--- src/rtl/pll_reset_sequencer.sv ---
// Lock-qualified reset and clock-enable sequencer behind the video PLL.
// Debounces PLL lock, sequences downstream reset, and emits phase-aligned clock enables.
module pll_reset_sequencer #(
   parameter int unsigned LOCK_SYNC_STAGES   = 2,
   parameter int unsigned LOCK_STABLE_CYCLES = 1024,
   parameter int unsigned RESET_HOLD_CYCLES  = 16,
   parameter int unsigned RELOCK_TIMEOUT     = 65536,
   parameter int unsigned PLL_RESET_CYCLES   = 8,
   parameter int unsigned NUM_EN             = 2,
   parameter int unsigned EN_DIV_W           = 8,
   parameter logic [NUM_EN*EN_DIV_W-1:0] EN_DIV = {8'd1, 8'd2},
   parameter int unsigned LOSS_CNT_W         = 8
) (
   input  logic                  clk,
   input  logic                  reset,
   input  logic                  pll_lock_async,
   output logic                  pll_resetb,
   output logic                  rst_out,
   output logic                  ready,
   output logic [NUM_EN-1:0]     clk_en,
   output logic [LOSS_CNT_W-1:0] lock_loss_count,
   output logic [1:0]            state
);

   localparam logic [1:0] PLL_RST   = 2'd0;
   localparam logic [1:0] WAIT_LOCK = 2'd1;
   localparam logic [1:0] HOLD      = 2'd2;
   localparam logic [1:0] RUN       = 2'd3;

   localparam int unsigned RST_W    = (PLL_RESET_CYCLES   > 1) ? $clog2(PLL_RESET_CYCLES)   : 1;
   localparam int unsigned HOLD_W   = (RESET_HOLD_CYCLES  > 1) ? $clog2(RESET_HOLD_CYCLES)  : 1;
   localparam int unsigned TMO_W    = (RELOCK_TIMEOUT     > 1) ? $clog2(RELOCK_TIMEOUT)     : 1;
   localparam int unsigned STABLE_W = (LOCK_STABLE_CYCLES > 1) ? $clog2(LOCK_STABLE_CYCLES) : 1;

   localparam logic [RST_W-1:0]    RST_LAST    = RST_W'(PLL_RESET_CYCLES - 1);
   localparam logic [HOLD_W-1:0]   HOLD_LAST   = HOLD_W'(RESET_HOLD_CYCLES - 1);
   localparam logic [TMO_W-1:0]    TMO_LAST    = TMO_W'(RELOCK_TIMEOUT - 1);
   localparam logic [STABLE_W-1:0] STABLE_LAST = STABLE_W'(LOCK_STABLE_CYCLES - 1);
   localparam logic [EN_DIV_W-1:0] DIV_ONE     = EN_DIV_W'(1);

   logic [LOCK_SYNC_STAGES-1:0] sync;
   logic                        lock_s;
   logic [1:0]                  state_nxt;
   logic [RST_W-1:0]            rst_cnt;
   logic [HOLD_W-1:0]           hold_cnt;
   logic [TMO_W-1:0]            tmo_cnt;
   logic [STABLE_W-1:0]         stable_cnt;
   logic                        state_change;

   always_ff @(posedge clk) begin
      if (reset) begin
         sync <= '0;
      end else begin
         sync <= {sync[LOCK_SYNC_STAGES-2:0], pll_lock_async};
      end
   end

   assign lock_s = sync[LOCK_SYNC_STAGES-1];

   // Lock acquisition beats the relock timeout when both land on the same cycle.
   always_comb begin
      state_nxt = state;
      case (state)
         PLL_RST: begin
            if (rst_cnt == RST_LAST) begin
               state_nxt = WAIT_LOCK;
            end
         end
         WAIT_LOCK: begin
            if (lock_s && (stable_cnt == STABLE_LAST)) begin
               state_nxt = HOLD;
            end else if (tmo_cnt == TMO_LAST) begin
               state_nxt = PLL_RST;
            end
         end
         HOLD: begin
            if (!lock_s) begin
               state_nxt = WAIT_LOCK;
            end else if (hold_cnt == HOLD_LAST) begin
               state_nxt = RUN;
            end
         end
         default: begin
            if (!lock_s) begin
               state_nxt = WAIT_LOCK;
            end
         end
      endcase
   end

   assign state_change = (state_nxt != state);

   always_ff @(posedge clk) begin
      if (reset) begin
         state <= PLL_RST;
      end else begin
         state <= state_nxt;
      end
   end

   // Every state entry starts all phase counters from zero.
   always_ff @(posedge clk) begin
      if (reset || state_change) begin
         rst_cnt    <= '0;
         hold_cnt   <= '0;
         tmo_cnt    <= '0;
         stable_cnt <= '0;
      end else begin
         case (state)
            PLL_RST: begin
               rst_cnt <= rst_cnt + 1'b1;
            end
            WAIT_LOCK: begin
               tmo_cnt <= tmo_cnt + 1'b1;
               if (lock_s) begin
                  stable_cnt <= stable_cnt + 1'b1;
               end else begin
                  stable_cnt <= '0;
               end
            end
            HOLD: begin
               hold_cnt <= hold_cnt + 1'b1;
            end
            default: begin
               rst_cnt <= '0;
            end
         endcase
      end
   end

   always_ff @(posedge clk) begin
      if (reset) begin
         lock_loss_count <= '0;
      end else if ((state == RUN) && !lock_s && (lock_loss_count != '1)) begin
         lock_loss_count <= lock_loss_count + 1'b1;
      end
   end

   assign pll_resetb = (state != PLL_RST);
   assign rst_out    = (state != RUN);
   assign ready      = (state == RUN);

   // Counters sit at zero outside RUN so every RUN entry fires all channels together.
   for (genvar i = 0; i < NUM_EN; i++) begin : g_en
      localparam logic [EN_DIV_W-1:0] DIV      = EN_DIV[i*EN_DIV_W +: EN_DIV_W];
      localparam logic [EN_DIV_W-1:0] DIV_LAST = (DIV <= DIV_ONE) ? '0 : (DIV - DIV_ONE);

      logic [EN_DIV_W-1:0] cnt;

      always_ff @(posedge clk) begin
         if (reset || (state != RUN)) begin
            cnt <= '0;
         end else if (cnt == DIV_LAST) begin
            cnt <= '0;
         end else begin
            cnt <= cnt + 1'b1;
         end
      end

      assign clk_en[i] = (state == RUN) && (cnt == '0);
   end

endmodule

--- config.mk ---
export PLATFORM = sky130hd
export DESIGN_NAME = pll_reset_sequencer
export DESIGN_NICKNAME = d
export VERILOG_FILES = /design/src/rtl/pll_reset_sequencer.sv
export SDC_FILE = /design/constraint.sdc
export NUM_CORES = 1
export LEC_CHECK = 0
export CAP_MARGIN = 20
export CELL_PAD_IN_SITES_DETAIL_PLACEMENT = 0
export CELL_PAD_IN_SITES_GLOBAL_PLACEMENT = 1
export CORE_MARGIN = 4
export CORE_UTILIZATION = 35
export DETAILED_ROUTE_END_ITERATION = 16
export PLACE_DENSITY = 0.67
export SLEW_MARGIN = 15
export SYNTH_ARGS = -nofsm -noshare
export SYNTH_HDL_FRONTEND = slang
export SYNTH_SLANG_ARGS = --single-unit
--- constraint.sdc ---
create_clock -name clk -period 4.12 [get_ports clk]
set_input_delay 0.618 -clock clk [delete_from_list [all_inputs] [get_ports clk]]
set_output_delay 0.618 -clock clk [all_outputs]
set_load 0.02 [all_outputs]
==> flow_metrics.env <==
export IMPL_core_area_um2=8380
export IMPL_outcome="complete, no violations"
export IMPL_cp_arrival_ps=2460
export IMPL_cts_setup_buffers=0
export IMPL_first_global_vias=2237
export IMPL_start_kind="flip-flop"
export IMPL_slew_limit_headroom_pct=45.5
export IMPL_vdd_ir_drop_max_uv=165
export IMPL_dr_pass1_iters=4
export IMPL_dieHeight_um=102
export IMPL_powerDensity_nw_per_um2=339
export IMPL_clockBufferDepth=2
export IMPL_leakage_nw=1.24
export IMPL_hp_class="flip-flop to flip-flop"
export IMPL_ctsHoldBuffers=0
export IMPL_antenna_found_initial=0
export IMPL_crit_chain="inv_1 > ha_1 > or4b_2 > nor4_1 > and2_1 > clkdlybuf4s50_1"
export IMPL_dieArea_um2=10300
export IMPL_finalHoldViolCount=0
export IMPL_clk_latency_ps=330
export IMPL_routabilityCongestion=0.768
export IMPL_postSynthAreaPerCell_um2=9.22
export IMPL_hold_ws_ps=451
export IMPL_cp_data_required_time_ps=3500
export IMPL_setup_slack_ps=1040
export IMPL_ys_seq_area_share_pct=39.8
export IMPL_ctsHtreeMaxLevel=3
export IMPL_cts_tree="built"
export IMPL_drt_total_wl_mm=5.79
export IMPL_die_w_um=102
export IMPL_grt_setup_unrepaired="false"
export IMPL_finalSetupViolations=0
export IMPL_yosysUniqueCellTypes=44
export IMPL_cts_sinks=61
export IMPL_cap_violations=0
export IMPL_crit_family="simple AND/OR/NAND/NOR gates"
export IMPL_area_growth_pct=14.3
export IMPL_fin_skew_ps=12.1
export IMPL_n_antenna_cell=0
export IMPL_postRouteAntennaNets=0
export IMPL_yosysWarnings=0
export IMPL_slowest_delay_ps=600
export IMPL_p_total_mw=1.19
export IMPL_grt_overflow=0
export IMPL_synth_edf_count=0
export IMPL_grt_pass1_wl_mm=10.3
export IMPL_syn_nets=351
export IMPL_fin_crit_sh_pct=74.7
export IMPL_min_period_ps=3080
export IMPL_instances_no_fill=459
export IMPL_design_area_um2=3510
export IMPL_layout_nets=367
export IMPL_final_max_slew_violation_count=0
export IMPL_async_flop_share_pct=0
export IMPL_worstMarginPinSlew_ps=815
export IMPL_path_class="flip-flop to output port"
export IMPL_io_pins=18
export IMPL_wl_per_cell_um=12.6
export IMPL_grtUsageTotal_pct=12.4
export IMPL_ctsResizeCount=0
export IMPL_dr_first_iter_drc_count=85
export IMPL_place_inst=443
export IMPL_postPlaceCellArea_um2=3310
export IMPL_detailedPlace_worstSlack_ps=1390
export IMPL_ys_seq_elements=61
export IMPL_synth_cells=333
export IMPL_rows=33
export IMPL_vias_per_cell=4.98
export IMPL_cts_root_buffer="clkbuf_8"
export IMPL_clkSlewWorstSetupHoldPaths_ps=70
export IMPL_portBuffers=17
export IMPL_synth_area_um2=3070
export IMPL_start_util_pct=36.6
export IMPL_num_vias=2284
export IMPL_cts_made_buffers=9
export IMPL_path_buf_inv=2
export IMPL_hpwl_mm=3.91
export IMPL_cp_slowest_cell="clkdlybuf4s50_1"
export IMPL_cp_end_kind="output port"
export IMPL_layout_drive_gt1_share_pct=11.9
export IMPL_drc=0
export IMPL_setup_tns_ps=0
export IMPL_ys_flop_type="dfxtp_1"
export IMPL_max_freq_mhz=325
export IMPL_path_max_fanout=6
export IMPL_grt_max_degree=34
export IMPL_post_route_util_pct=41.9
==> power by group <==
part,leakage (nW),internal [mW],switching (mW)
clock network,0.107,0.338,0.224
registers,0.492,0.594,0.00367
logic,0.638,0.0118,0.0198
==> cell type report <==
class,count,area [µm²]
Fill cell,857,4870
Multi-Input combinational cell,244,1720
Tap cell,105,131
Clock inverter,5,75.1
Timing Repair Buffer,19,185
Inverter,14,52.6
Clock buffer,11,131
Sequential cell,61,1220
==> path summary, 6_finish.rpt <==
kind | slack (ps) | startpoint | cells after the start | to
worst max-delay path | 1040 | g_en[1].cnt[0]$_SDFF_PP0_ | 6 | clk_en[1]
worst min-delay path | 450 | sync[0]$_SDFF_PP0_ | 1 | sync[1]$_SDFF_PP0_
worst max register to register | 1600 | state[0]$_SDFF_PP0_ | 8 | stable_cnt[2]$_SDFFE_PP0P_
worst min register to register | 450 | sync[0]$_SDFF_PP0_ | 1 | sync[1]$_SDFF_PP0_
==> registers in the layout (all words and copies together) (netlist names) <==
register / flops
g_en.cnt: 16
lock_loss_count: 8
stable_cnt: 10
sync: 2
hold_cnt: 4
tmo_cnt: 16
rst_cnt: 3
state: 2
==> cell families (layout without fill, tap and decap cells) <==
logic type / Yosys count / in the layout / share of synthesized area (%)
mux: 4 / 4 / 1.34
simple gates: 155 / 155 / 29.9
xor+xnor: 42 / 42 / 12.0
buf+inv: 28 / 49 / 4.40
flops: 61 / 61 / 39.8
compound gates: 28 / 28 / 6.52
fa+ha+maj: 15 / 15 / 6.11
==> synth_stat cells, types with 2 or more instances <==
cell type / n / area share, %
mux2i_1: 3 / 0.98
nand4_1: 12 / 2.4
ha_1: 15 / 6.1
buf_2: 6 / 0.98
nor3_1: 19 / 3.1
o21ai_0: 5 / 0.81
a211oi_1: 4 / 0.98
xor2_1: 24 / 6.8
clkbuf_1: 4 / 0.49
nor2_1: 36 / 4.4
nor4_4: 2 / 1.4
nand3_1: 16 / 2.6
nor2b_1: 5 / 1.0
dfxtp_1: 61 / 40
o32ai_1: 2 / 0.57
a21oi_1: 9 / 1.5
and4_1: 2 / 0.57
xnor2_1: 18 / 5.1
nor4_2: 4 / 1.6
or3_1: 2 / 0.41
nor3_2: 10 / 3.3
a31oi_1: 2 / 0.41
nor4_1: 8 / 1.6
nand2b_1: 2 / 0.41
and3_1: 8 / 1.6
nand2_1: 21 / 2.6
inv_1: 14 / 1.7
buf_6: 3 / 1.1
==> layout by cell type, fill, tap and decap left out, types with 3 or more instances in the layout <==
| master | synthesis | routed |
|---|---|---|
| nand4_1 | 12 | 12 |
| nor4_2 | 4 | 4 |
| inv_1 | 14 | 14 |
| dfxtp_1 | 61 | 61 |
| nor2b_1 | 5 | 5 |
| nor4_1 | 8 | 8 |
| clkdlybuf4s50_1 | 0 | 17 |
| nor3_1 | 19 | 19 |
| nand2_1 | 21 | 21 |
| and3_1 | 8 | 8 |
| a21oi_1 | 9 | 9 |
| a211oi_1 | 4 | 4 |
| o21ai_0 | 5 | 5 |
| nor2_1 | 36 | 36 |
| clkinv_2 | 0 | 3 |
| nor3_2 | 10 | 10 |
| nand3_1 | 16 | 16 |
| clkbuf_8 | 0 | 9 |
| xor2_1 | 24 | 24 |
| ha_1 | 15 | 15 |
| mux2i_1 | 3 | 3 |
| xnor2_1 | 18 | 18 |
==> metal layers <==
metal,vias up,track usage [%],share of wire [%]
li1,1201,-,-
met1,1054,16.9,52
met5,-,0,0
met2,20,18.5,43
met3,9,3.37,3.3
met4,0,5.21,1.5
No activity file was read; power rests on OpenSTA's default activity.
